===== config.mk =====
export PLATFORM = sky130hd
export DESIGN_NAME = alu_bist_sequencer
export DESIGN_NICKNAME = d
export VERILOG_FILES = /design/src/rtl/alu_bist_pkg.sv /design/src/rtl/alu_vec_rom.sv /design/src/rtl/alu_bist_sequencer.sv
export SDC_FILE = /design/constraint.sdc
export NUM_CORES = 1
export LEC_CHECK = 0
export ABC_AREA = 1
export BUFFER_PORTS_ARGS = -buffer_cell sky130_fd_sc_hd__buf_4
export CAP_MARGIN = 20
export CORE_AREA = 2 2 61 77
export DETAILED_ROUTE_END_ITERATION = 7
export DIE_AREA = 0 0 63 79
export GPL_TIMING_DRIVEN = 0
export PLACE_DENSITY_LB_ADDON = 0.12
export SYNTH_ARGS = -nofsm -noshare
export SYNTH_HDL_FRONTEND = slang
export SYNTH_SLANG_ARGS = --single-unit
export TNS_END_PERCENT = 50

===== constraint.sdc =====
create_clock -name clk -period 2.7 [get_ports clk]
set_input_delay 0.27 -clock clk [delete_from_list [all_inputs] [get_ports clk]]
set_output_delay 0.27 -clock clk [all_outputs]
set_load 0.005 [all_outputs]

===== src/rtl/alu_bist_pkg.sv =====
// Shared definitions for the ALU BIST sequencer: opcodes, vector record, replay table, FSM states.
package alu_bist_pkg;

  localparam int unsigned VEC_DW      = 4;
  localparam int unsigned RES_W       = 8;
  localparam int unsigned TABLE_DEPTH = 16;
  localparam int unsigned IDX_W       = 4;

  localparam logic [3:0] OP_ADD  = 4'h0;
  localparam logic [3:0] OP_SUB  = 4'h1;
  localparam logic [3:0] OP_MUL  = 4'h2;
  localparam logic [3:0] OP_DIV  = 4'h3;
  localparam logic [3:0] OP_ROTL = 4'h4;
  localparam logic [3:0] OP_ROTR = 4'h5;
  localparam logic [3:0] OP_PRIO = 4'h6;
  localparam logic [3:0] OP_GRAY = 4'h7;
  localparam logic [3:0] OP_MAJ  = 4'h8;
  localparam logic [3:0] OP_PAR  = 4'h9;
  localparam logic [3:0] OP_AND  = 4'hA;
  localparam logic [3:0] OP_OR   = 4'hB;
  localparam logic [3:0] OP_SHL  = 4'hC;
  localparam logic [3:0] OP_XOR  = 4'hD;
  localparam logic [3:0] OP_GT   = 4'hE;
  localparam logic [3:0] OP_EQ   = 4'hF;

  typedef struct packed {
    logic [VEC_DW-1:0] a;
    logic [VEC_DW-1:0] b;
    logic [VEC_DW-1:0] op;
    logic [RES_W-1:0]  exp;
  } vec_t;

  // Listed from entry 15 down to entry 0 (leftmost element is the highest index).
  localparam vec_t [TABLE_DEPTH-1:0] VEC_TABLE = '{
    '{4'h7, 4'h7, OP_EQ,   8'h01},
    '{4'hC, 4'hA, OP_XOR,  8'h06},
    '{4'h5, 4'h0, OP_SHL,  8'h0A},
    '{4'hC, 4'hA, OP_OR,   8'h0E},
    '{4'hC, 4'hA, OP_AND,  8'h08},
    '{4'h6, 4'h0, OP_PAR,  8'h00},
    '{4'h5, 4'hA, OP_MAJ,  8'h00},
    '{4'h7, 4'h0, OP_GRAY, 8'h04},
    '{4'h4, 4'h0, OP_PRIO, 8'h02},
    '{4'h9, 4'h0, OP_ROTR, 8'h0C},
    '{4'h9, 4'h0, OP_ROTL, 8'h03},
    '{4'h8, 4'h0, OP_DIV,  8'hFF},
    '{4'h8, 4'h2, OP_DIV,  8'h04},
    '{4'h4, 4'h3, OP_MUL,  8'h0C},
    '{4'h7, 4'h2, OP_SUB,  8'h05},
    '{4'h3, 4'h5, OP_ADD,  8'h08}
  };

  typedef enum logic [2:0] {
    StIdle,
    StDrive,
    StWait,
    StCheck,
    StDone
  } state_e;

endpackage


===== src/rtl/alu_vec_rom.sv =====
// Combinational lookup of one BIST vector {a, b, op, exp} from the package table.
module alu_vec_rom
  import alu_bist_pkg::*;
(
  input  logic [IDX_W-1:0] idx,
  output vec_t             vec
);

  always_comb begin
    vec = VEC_TABLE[idx];
  end

endmodule


===== src/rtl/alu_bist_sequencer.sv =====
// Replays the vector table into the ALU, compares each result after LATENCY cycles and keeps a
// pass/fail summary (count and first failing index).
module alu_bist_sequencer
  import alu_bist_pkg::*;
#(
  parameter int unsigned LATENCY = 1,
  parameter int unsigned NUM_VEC = 16,
  parameter int unsigned DW      = 4
) (
  input  logic          clk,
  input  logic          rst,
  input  logic          start,
  output logic [DW-1:0] alu_a,
  output logic [DW-1:0] alu_b,
  output logic [DW-1:0] alu_op,
  input  logic [7:0]    alu_result,
  output logic          busy,
  output logic          done,
  output logic          pass,
  output logic [4:0]    fail_count,
  output logic [3:0]    fail_index
);

  localparam int unsigned CW = (LATENCY < 2) ? 1 : $clog2(LATENCY + 1);
  localparam logic [IDX_W-1:0] LAST_IDX = IDX_W'(NUM_VEC - 1);

  state_e           state_q, state_d;
  logic [IDX_W-1:0] idx_q, idx_d;
  logic [CW-1:0]    cnt_q, cnt_d;
  logic [DW-1:0]    a_q, a_d, b_q, b_d, op_q, op_d;
  logic [4:0]       fail_count_q, fail_count_d;
  logic [3:0]       fail_index_q, fail_index_d;
  logic             done_q, done_d, pass_q, pass_d;
  logic             mismatch;
  vec_t             vec;

  alu_vec_rom u_rom (
    .idx (idx_q),
    .vec (vec)
  );

  assign mismatch = (alu_result != vec.exp);

  always_comb begin
    state_d      = state_q;
    idx_d        = idx_q;
    cnt_d        = cnt_q;
    a_d          = a_q;
    b_d          = b_q;
    op_d         = op_q;
    fail_count_d = fail_count_q;
    fail_index_d = fail_index_q;
    done_d       = done_q;
    pass_d       = pass_q;

    unique case (state_q)
      StIdle, StDone: begin
        if (start) begin
          fail_count_d = '0;
          fail_index_d = '0;
          done_d       = 1'b0;
          pass_d       = 1'b0;
          idx_d        = '0;
          state_d      = StDrive;
        end
      end
      StDrive: begin
        a_d     = vec.a;
        b_d     = vec.b;
        op_d    = vec.op;
        cnt_d   = CW'(LATENCY);
        state_d = (LATENCY == 0) ? StCheck : StWait;
      end
      StWait: begin
        cnt_d = cnt_q - 1'b1;
        if (cnt_q <= CW'(1)) begin
          state_d = StCheck;
        end
      end
      StCheck: begin
        if (mismatch) begin
          fail_count_d = fail_count_q + 5'd1;
          if (fail_count_q == '0) begin
            fail_index_d = idx_q;
          end
        end
        if (idx_q == LAST_IDX) begin
          // Operands drop to zero on entering DONE; pass folds in this last comparison.
          a_d     = '0;
          b_d     = '0;
          op_d    = '0;
          done_d  = 1'b1;
          pass_d  = (fail_count_q == '0) && !mismatch;
          state_d = StDone;
        end else begin
          idx_d   = idx_q + 1'b1;
          state_d = StDrive;
        end
      end
      default: state_d = StIdle;
    endcase
  end

  always_ff @(posedge clk) begin
    if (rst) begin
      state_q      <= StIdle;
      idx_q        <= '0;
      cnt_q        <= '0;
      a_q          <= '0;
      b_q          <= '0;
      op_q         <= '0;
      fail_count_q <= '0;
      fail_index_q <= '0;
      done_q       <= 1'b0;
      pass_q       <= 1'b0;
    end else begin
      state_q      <= state_d;
      idx_q        <= idx_d;
      cnt_q        <= cnt_d;
      a_q          <= a_d;
      b_q          <= b_d;
      op_q         <= op_d;
      fail_count_q <= fail_count_d;
      fail_index_q <= fail_index_d;
      done_q       <= done_d;
      pass_q       <= pass_d;
    end
  end

  assign alu_a      = a_q;
  assign alu_b      = b_q;
  assign alu_op     = op_q;
  assign busy       = (state_q == StDrive) || (state_q == StWait) || (state_q == StCheck);
  assign done       = done_q;
  assign pass       = pass_q;
  assign fail_count = fail_count_q;
  assign fail_index = fail_index_q;

endmodule


---- Word level (Yosys, flattened, before mapping) ----
Memories as Yosys holds them, arrays and structs flattened. A register that Yosys moved wholly into a read port is not among the register bits.
Index checks and enable logic that the tools add are counted.
storage, ports and cells
  flip-flop bits (word level) ............. 31
  ROM bits ................................ 320
  output and inout bits ................... 24
  memories kept ........................... 1
memories
  memory           depth  bits a word  read ports  clocked after memory_dff  write ports  line               text
  (no name shown)  16     20           1           1                         0            alu_vec_rom.sv:10  vec = VEC_TABLE[idx];
cells by class
  add/subtract/negate cells ............... 3
  $lt $le $gt $ge ......................... 2
  eq/ne operators ......................... 12
  multiplexer cells ....................... 26
  reduce and logical (&&, ||, !) cells .... 16
operator list
  operator               number
  $pmux W4 S2            5
  $mux W4                7
  $mux W20               1
  $ne A2 B2 Y1 const B   6
  $pmux W3 S4            1
  $mux W5                2
  $pmux W5 S2            1
  $mux W3                3
  $reduce_and A3 Y1      3
  $ne A8 B8 Y1           1
  $eq A3 B2 Y1 const B   2
  $pmux W1 S2            3
  $reduce_bool A2 Y1     3
  $add A5 B1 Y5 const B  1
  $logic_not A5 Y1       1
  $lt A4 B5 Y1 const B   1
  $add A4 B1 Y4 const B  1
  $eq A4 B4 Y1 const B   1
  $reduce_and A2 Y1      2
  $reduce_and A4 Y1      1
  $eq A3 B1 Y1 const B   1
  $eq A3 B3 Y1 const B   1
  $logic_not A3 Y1       1
  $mux W1                3
  6 further kinds        7

---- Longest topological paths before layout ----
Gate-level depths: netlist of run 1.
  word-level depth ........................ 7
  mapped depth ............................ 13
  mapped depth without buffers ............ 13

---- Modules after synthesis ----
Synthesis of run 1 repeated with hierarchy kept, for this count alone.
second synthesis, totals
  cells, all modules ...................... 293
  area total of the unflattened synthesis .. 1970.6 um2
by module, submodules not included
  module              instances  cells each  area each (um2)
  alu_bist_sequencer  1          214         1529.0
  alu_vec_rom         1          79          441.7

---- Worst setup path before layout of run 1 ----
OpenSTA, ideal clock, no wires.
  kind .................................... reg-to-reg
  from .................................... register idx_q[0]
  to ...................................... register, netlist name u_rom.vec[9]
  arrival ................................. 1807 ps
  data required time ...................... 2586 ps
  path slack .............................. 779 ps
  stages on the path, launching flop included .. 13
  path through ............................ dfxtp_1 ha_1 nand2_1 nor2_1 nand2_2 nand3_1 nand2_1 inv_1 ha_1 inv_1 nand3_1 nand3_1 nand2_1
RTL lines
  item                      line                       text
  start: declaration        alu_bist_sequencer.sv:28   logic [IDX_W-1:0] idx_q, idx_d;
  start signal: assignment  alu_bist_sequencer.sv:118  idx_q <= idx_d;

==> results of run 1 <==
==> per-layer routing <==
| layer | part of all wire [%] | routed length (um) |
|---|---|---|
| met2 | 54 | 2460 |
| met4 | 0.66 | 30 |
| met5 | 0 | 0 |
| met3 | 2.8 | 130 |
| met1 | 43 | 1950 |
==> synthesized netlist by cell type, drive strengths merged <==
cell type	number	area [um2]
nand2	101	417
and3	1	6.26
nor3	1	5.00
nand4	8	50.1
o21ai	6	30.0
clkinv	1	8.76
or2	2	12.5
nor2	22	90.1
xor2	5	43.8
buf	8	57.6
nand3b	5	37.5
a21oi	23	119
inv	30	113
dfxtp	47	941
nand3	34	175
ha	11	138
clkbuf	4	15.0
xnor2	1	8.76
==> state kept, by name, indices dropped and copies added, names as in the netlist <==
name and cells:
pass 1, alu_op 4, alu_a 4, idx_q 4
done 1, fail_count 5, alu_b 4, state_q 3
u_rom.vec 17, fail_index 4
==> final cells by class <==
type / instances / area [um2] / share of cell area, %
tap: 58 / 72.6 / 2.69
timing repair buffer: 34 / 255 / 9.48
multi-input combinational: 220 / 1130 / 42.0
inverter: 31 / 121 / 4.51
clock inverter: 2 / 16.3 / 0.604
clock buffer: 6 / 82.6 / 3.07
buffer: 12 / 72.6 / 2.69
sequential: 47 / 941 / 34.9
==> worst max-delay path, delay by kind of cell, from the launching register on <==
kind / cells / cell delay (ns)
buffers and inverters: 2 / 0.26
AND/OR/NAND/NOR: 8 / 0.94
flip-flops: 1 / 0.37
adder cells (fa/ha/maj): 2 / 0.58
==> where the power goes <==
group          switching (W)  internal [W]  total [W]
Clock               0.000238      0.000209   0.000447
Combinational       0.000268      0.000184   0.000451
Sequential         0.0000504      0.000793   0.000843
Total               0.000556       0.00119    0.00174
==> cells by family (layout without fill, tap and decap cells) <==
family	count (synthesis)	in the layout	synth area share, %
and+or+nand+nor	174	174	35.0
xor gates and xnor gates	6	6	2.32
AOI/OAI and AO/OA	29	29	6.57
adders and majority gates	11	11	6.07
DFF	47	47	41.5
buffers and inverters	43	85	8.55
==> stage by stage <==
stage               instances  hold slack [ns]  utilization [%]
floorplan                 310            0.429                -
global placement          402            0.437             60.5
detailed placement        402            0.436             60.5
CTS                       410            0.251             62.8
global route              410            0.270             62.8
finish                    410            0.260             62.8
==> worst paths after layout <==
| check | start | end | slack, ns | cells past startpoint |
|---|---|---|---|---|
| setup / recovery | idx_q[0] | u_rom.vec[9] | 0.46 | 12 |
| hold / removal | start | state_q[2] | 0.26 | 3 |
| setup reg to reg | idx_q[0] | u_rom.vec[9] | 0.46 | 12 |
| hold reg to reg | u_rom.vec[11] | alu_op[3] | 0.45 | 2 |
==> impl_metrics.toml, run 1 <==
[run_status]
status = "completed"

[timing]
fmax_ghz = 0.447
period_share_pct = 82.9
rsz0062_at_grt = "no"
finalCriticalPeriod_ns = 2.24
hold_violations = 0
fin_tns_setup_ns = 0
finalSetupViolations = 0
relSlewSlack_pct = 62.5
worst_slew_pin_slew_ns = 0.562
worst_clock_skew_ns = 0.00810
fin_ws_ns = 0.461
maxSlewViolCount = 0

[drt]
viasPerCell = 4.89
vias = 2003
drt_wl_total_um = 4570
dr.first_iter.drc_count = 82
detail_route.first_pass.iterations = 4
routedWlPerCell_um = 11.2
ant_nets = 0
drc = 0

[power]
p_leak_nw = 1.30
ir_drop_uv = 520
pwr_density_cell_mw_per_mm2 = 647
total_power_w = 0.00174

[cells_and_area]
final_area_mm2 = 0.00269
layout_common_cells = "nand2_1 (94), dfxtp_1 (47), buf_4 (36), nand3_1 (33), inv_1 (30)"
fillers = 409
final_common_cell = "nand2_1"
diodes = 0
drive_above_1_share_pct = 17.9
area_delta_synth_final_pct = 18.8
nNetsFinal = 373

[floorplan]
die_w_um = 63
core_mm2 = 0.00429
dieArea_mm2 = 0.00498
initial_utilization_pct = 52.8
die_height_um = 79
ios = 35
num_rows = 27

[worst_hold_path]
hold_path.class = "primary input to flop"

[logic_synthesis]
ys_seq_area_share_pct = 41.5
synth.distinct_cells = 26
synth_nets = 332
ys_warn_count = 0
synth_area_per_cell_um2 = 7.31
netlist_area_mm2 = 0.00227
ys_ff_latch = 47
syn-instance-count = 310

[placement]
port_buffers = 34
pre_cts_slack_ns = 0.477
placed_area_mm2 = 0.00259
place.gp.congestion = 0.871
post-dp-hpwl_um = 3460

[critical_path]
cpPeakStageDelay_ns = 0.37
worstPathMaxFanout = 10
start_kind = "flop"
slowest_stage = "dfxtp_1"
cp_data_required_time_ns = 2.89
crit_type = "flop to flop"
crit_chain = "ha_1 -> nand2_1 -> nor2_1 -> nand2_2 -> nand3_1 -> nand2_1 -> inv_1 -> ha_1 -> inv_1 -> nand3_1 -> nand3_1 -> nand2_1"
end_kind = "flop"
arrival_ns = 2.43

[clocking]
clockBufferDepth = 2
cts_setup_buffers = 0
cts_sinks = 47
cts-htree-levels = 2
postCtsHoldBufs = 0
ctsResizeCount = 0
clk_pin_slew_ns = 0.09
cts-buffers-inserted = 5
cts_tree = "done"
cts_root_buf = "clkbuf_8"
clock_latency_ns = 0.29

[global_routing]
met3_usage_pct = 3.54
grt_usage_pct = 19.9
grt-ovfl-total = 0
grt_max_degree = 16
grt_busiest_layer = "met2"
grt_pass1_vias = 1849
grt_pass1_wl_um = 7870
antenna_found_initial = 0
gr-usage-met1_pct = 22.2
gr-usage-met2_pct = 38.0

[job]
maxCapViolations = 0
No activity file was read; power rests on OpenSTA's default activity.
==> run 2, diff against run 1 <==
Settings changed: CORE_AREA 2 2 61 77 to 2 2 64 81, DIE_AREA 0 0 63 79 to 0 0 66 83.
Clock period 2.7 ns to 2 ns, I/O delays scaled along.
==> impl_metrics.toml, run 2 (synthesized netlist as in run 1, its figures left out) <==
[critical_path]
worstPathMaxFanout = 10
crit_type = "flop to flop"
cp_data_required_time_ns = 2.20
start_kind = "flop"
end_kind = "flop"
arrival_ns = 2.15

[placement]
post-dp-hpwl_um = 3570
place.gp.congestion = 0.854
port_buffers = 34
pre_cts_slack_ns = -0.246

[cells_and_area]
drive_above_1_share_pct = 25.1
largest_reg_flops = 17
nNetsFinal = 383
area_delta_synth_final_pct = 26.4
final_common_cell = "nand2_1"
diodes = 0
layout_common_cells = "nand2_1 (90), buf_4 (45), dfxtp_1 (43), nand3_1 (31), inv_1 (28)"

[clocking]
clk_pin_slew_ns = 0.09
cts_sinks = 47
clockBufferDepth = 2
cts_root_buf = "clkbuf_8"
clock_latency_ns = 0.30
cts_tree = "done"
postCtsHoldBufs = 0
cts-htree-levels = 2
cts-buffers-inserted = 5

[floorplan]
dieArea_mm2 = 0.00548
die_height_um = 83
die_w_um = 66
core_mm2 = 0.00469
ios = 35
initial_utilization_pct = 48.3
num_rows = 28

[drt]
ant_nets = 0
dr.first_iter.drc_count = 58
detail_route.first_pass.iterations = 4
drt_wl_total_um = 5020
viasPerCell = 4.90
vias = 2067
drc = 0
routedWlPerCell_um = 11.9

[timing]
fin_tns_setup_ns = 0
maxSlewViolCount = 0
finalSetupViolations = 0
finalCriticalPeriod_ns = 1.95
holdWs_ns = 0.185
worst_slew_pin_slew_ns = 0.571
fin_ws_ns = 0.0524
relSlewSlack_pct = 61.9
fmax_ghz = 0.513
hold_violations = 0
worst_clock_skew_ns = 0.00787
period_share_pct = 97.4

[global_routing]
grt_max_degree = 17
grt_pass1_vias = 1838
grt_pass1_wl_um = 8080
grt_usage_pct = 18.7
antenna_found_initial = 0
grt-ovfl-total = 0

[worst_hold_path]
hold_path.class = "primary input to flop"

[power]
ir_drop_uv = 611
p_leak_nw = 1.35
pwr_density_cell_mw_per_mm2 = 890

[run_status]
status = "completed"

[job]
maxCapViolations = 0
[run 2: changes by cell type in the layout (fill, tap and decap cells not counted), sizes merged]
cell,previous run,this run
clkbuf,10,9
inv,30,31
bufinv,0,1
buf,42,52
clkinv,2,1
[run 2: what timing repair did]
action | 4_1_cts | 5_1_grt
buffers inserted | 1 | 9
resized for setup | 5 | 18
pin swaps | 2 | 4
endpoints found under the setup margin | 14 | 15
[run 2: final cells by class]
class,count,area [um2]
fill,450,1830
multi-input combinational,220,1200
sequential,47,948
timing repair buffer,44,330
inverter,31,121
buffer,12,76.3
tap,60,75.1
clock buffer,5,68.8
clock inverter,3,46.3
[run 2: layer usage]
layer  share of wire, %  global-route usage, %  vias up
met2                 54                   33.2       27
met5                  0                      0        -
li1                   -                      -     1091
met4                1.6                   6.86        0
met3                2.5                   4.34        6
met1                 42                   21.3      943
[run 2: where the power goes]
part	switching, W	leakage, nW	internal (W)
combinational	0.000400	0.911	0.000295
sequential	0.0000710	0.386	0.00107
clock	0.000335	0.0548	0.000377
total	0.000805	1.35	0.00175
[run 2: through the flow]
| step | std cells | cell area [um2] | total power, W | utilization (%) |
|---|---|---|---|---|
| 6_report | 422 | 2870 | 0.00255 | 61.1 |
| 5_1_grt | 422 | 2870 | 0.00272 | 61.1 |
| 4_1_cts | 413 | 2740 | 0.00250 | 58.3 |
| 3_5_place_dp | 404 | 2600 | 0.00178 | 55.3 |
| 3_3_place_gp | 404 | 2600 | 0.00177 | 55.3 |
| 2_1_floorplan | 310 | 2270 | 0.00157 | - |
[run 2: final timing paths]
check	startpoint	to	slack (ns)	depth (start not counted)
worst max register to register	idx_q[0]	u_rom.vec[8]	0.05	12
worst max-delay path	idx_q[0]	u_rom.vec[8]	0.05	12
worst min-delay path	start	state_q[2]	0.18	3
worst min register to register	u_rom.vec[19]	alu_a[3]	0.45	2
[run 2: worst max-delay path, stage by stage, from the launching register on]
cell,delay (ns)
dfxtp_4,0.39
ha_2,0.20
nand2_2,0.07
nor2_2,0.11
nand2_2,0.14
nand2_4,0.15
nand2_4,0.08
nand2_8,0.09
nand2_4,0.07
buf_6,0.14
ha_1,0.28
nand2_1,0.07
nand2_1,0.04
==> run 3, diff against run 2 <==
Clock period 2 ns to 1.79 ns, I/O delays scaled along.
==> impl_metrics.toml, run 3 (synthesized netlist as in run 1, its figures left out) <==
[critical_path]
arrival_ns = 1.93
r2r_cells = 10
path_common_cell = "nand2_4"
r2r-start = "state_q[1]"
start_kind = "flop"
cp_data_required_time_ns = 1.97
cp-endpoint = "u_rom.vec[2]"
crit_chain = "nand2_4 -> nor2_4 -> buf_6 -> nand2_4 -> a21oi_4 -> nand2_4 -> buf_4 -> ha_2 -> nand4_1 -> nand3_2"
crit_start = "state_q[1]"
cpPeakStageDelay_ns = 0.41
r2r-end = "u_rom.vec[2]"
end_kind = "flop"
worstPathMaxFanout = 5
slowest_stage = "dfxtp_4"
reg2reg_slack_ns = 0.04
crit_type = "flop to flop"

[drt]
vias = 2137
dr.first_iter.drc_count = 87
drt_wl_total_um = 5450
ant_nets = 0
detail_route.first_pass.iterations = 4
routedWlPerCell_um = 12.5
viasPerCell = 4.89
drc = 0

[clocking]
cts_root_buf = "clkbuf_8"
clk_pin_slew_ns = 0.09
cts_sinks = 47
cts-htree-levels = 2
cts_tree = "done"
cts-buffers-inserted = 5
clockBufferDepth = 2
clock_latency_ns = 0.30
postCtsHoldBufs = 0

[cells_and_area]
layout_common_cells = "nand2_1 (87), buf_4 (59), dfxtp_1 (42), inv_1 (27), nand3_1 (25)"
nNetsFinal = 398
largest_reg_flops = 17
drive_above_1_share_pct = 31.6
final_util_pct = 66.5
final_common_cell = "nand2_1"
diodes = 0
instances_no_fill = 437
area_delta_synth_final_pct = 37.7

[power]
ir_drop_uv = 562
total_power_w = 0.00300
p_leak_nw = 1.49
pwr_density_cell_mw_per_mm2 = 959

[timing]
fin_ws_ns = 0.0384
fmax_ghz = 0.571
relSlewSlack_pct = 62.4
maxSlewViolCount = 0
finalCriticalPeriod_ns = 1.75
finalSetupViolations = 0
hold_violations = 0
period_share_pct = 97.9
worst_clock_skew_ns = 0.00635
worst_slew_pin_slew_ns = 0.565
rsz0062_at_grt = "yes"

[floorplan]
ios = 35
dieArea_mm2 = 0.00548
die_height_um = 83
num_rows = 28
die_w_um = 66
core_mm2 = 0.00469
initial_utilization_pct = 48.3

[global_routing]
grt_max_degree = 17
grt_usage_pct = 19.8
grt-ovfl-total = 0
antenna_found_initial = 0
grt_pass1_wl_um = 8590
grt_pass1_vias = 1961

[placement]
dp.cells = 404
post-dp-hpwl_um = 3540
port_buffers = 34
pre_cts_slack_ns = -0.271
place.gp.congestion = 0.898

[run_status]
status = "completed"

[job]
maxCapViolations = 0

[worst_hold_path]
hp-start = "start"
hold_path.class = "primary input to flop"
[run 3: worst min path at each step]
stage | endpoint | slack [ns] | cells past startpoint
2_1_floorplan | state_q[2] | 0.37 | 2
3_3_place_gp | alu_a[2] | 0.44 | 2
3_5_place_dp | alu_op[3] | 0.44 | 2
4_1_cts | state_q[2] | 0.14 | 3
5_1_grt | state_q[2] | 0.17 | 3
6_report | state_q[2] | 0.17 | 3
[run 3: layout make-up]
cell class                 count  area, um2
fill                         417       1570
clock buffer                   5       68.8
tap                           60       75.1
multi-input combinational    220       1330
buffer                        12       76.3
inverter                      31        124
timing repair buffer          59        447
sequential                    47        955
clock inverter                 3       47.5
[run 3: per-stage QoR]
| step | hold slack (ns) | setup TNS [ns] | cell area, um2 |
|---|---|---|---|
| finish | 0.169 | 0 | 3120 |
| global route | 0.175 | -0.276 | 3120 |
| detailed placement | 0.443 | -2.75 | 2630 |
| CTS | 0.145 | 0 | 2940 |
| global placement | 0.437 | -2.77 | 2630 |
| floorplan | 0.365 | -0.00300 | 2300 |
[run 3: worst max-delay path, delay by kind of cell, from the launching register on]
kind,cells,cell delay (ns)
AND/OR/NAND/NOR,6,0.57
flip-flops,1,0.41
buffers and inverters,2,0.30
adder cells (fa/ha/maj),1,0.20
AO/OA/AOI/OAI,1,0.14
[run 3: where the power goes]
group / switching [W] / internal, W / total [W]
combinational: 0.000493 / 0.000402 / 0.000895
sequential: 0.0000899 / 0.00120 / 0.00129
clock: 0.000384 / 0.000424 / 0.000808
[run 3: metal layers]
metal | global-route usage (%) | vias up | routed length, um
li1 | - | 1122 | -
met1 | 22.8 | 982 | 2250
met2 | 35.7 | 26 | 3010
met3 | 3.79 | 7 | 122
met4 | 6.31 | 0 | 67
met5 | 0 | - | 0
[run 3: repair_timing]
| action | in CTS | in global routing |
|---|---|---|
| gates resized for setup | 23 | 25 |
| setup buffers | 17 | 8 |
| setup endpoints to repair | 16 | 24 |
| pin swaps | 8 | 17 |
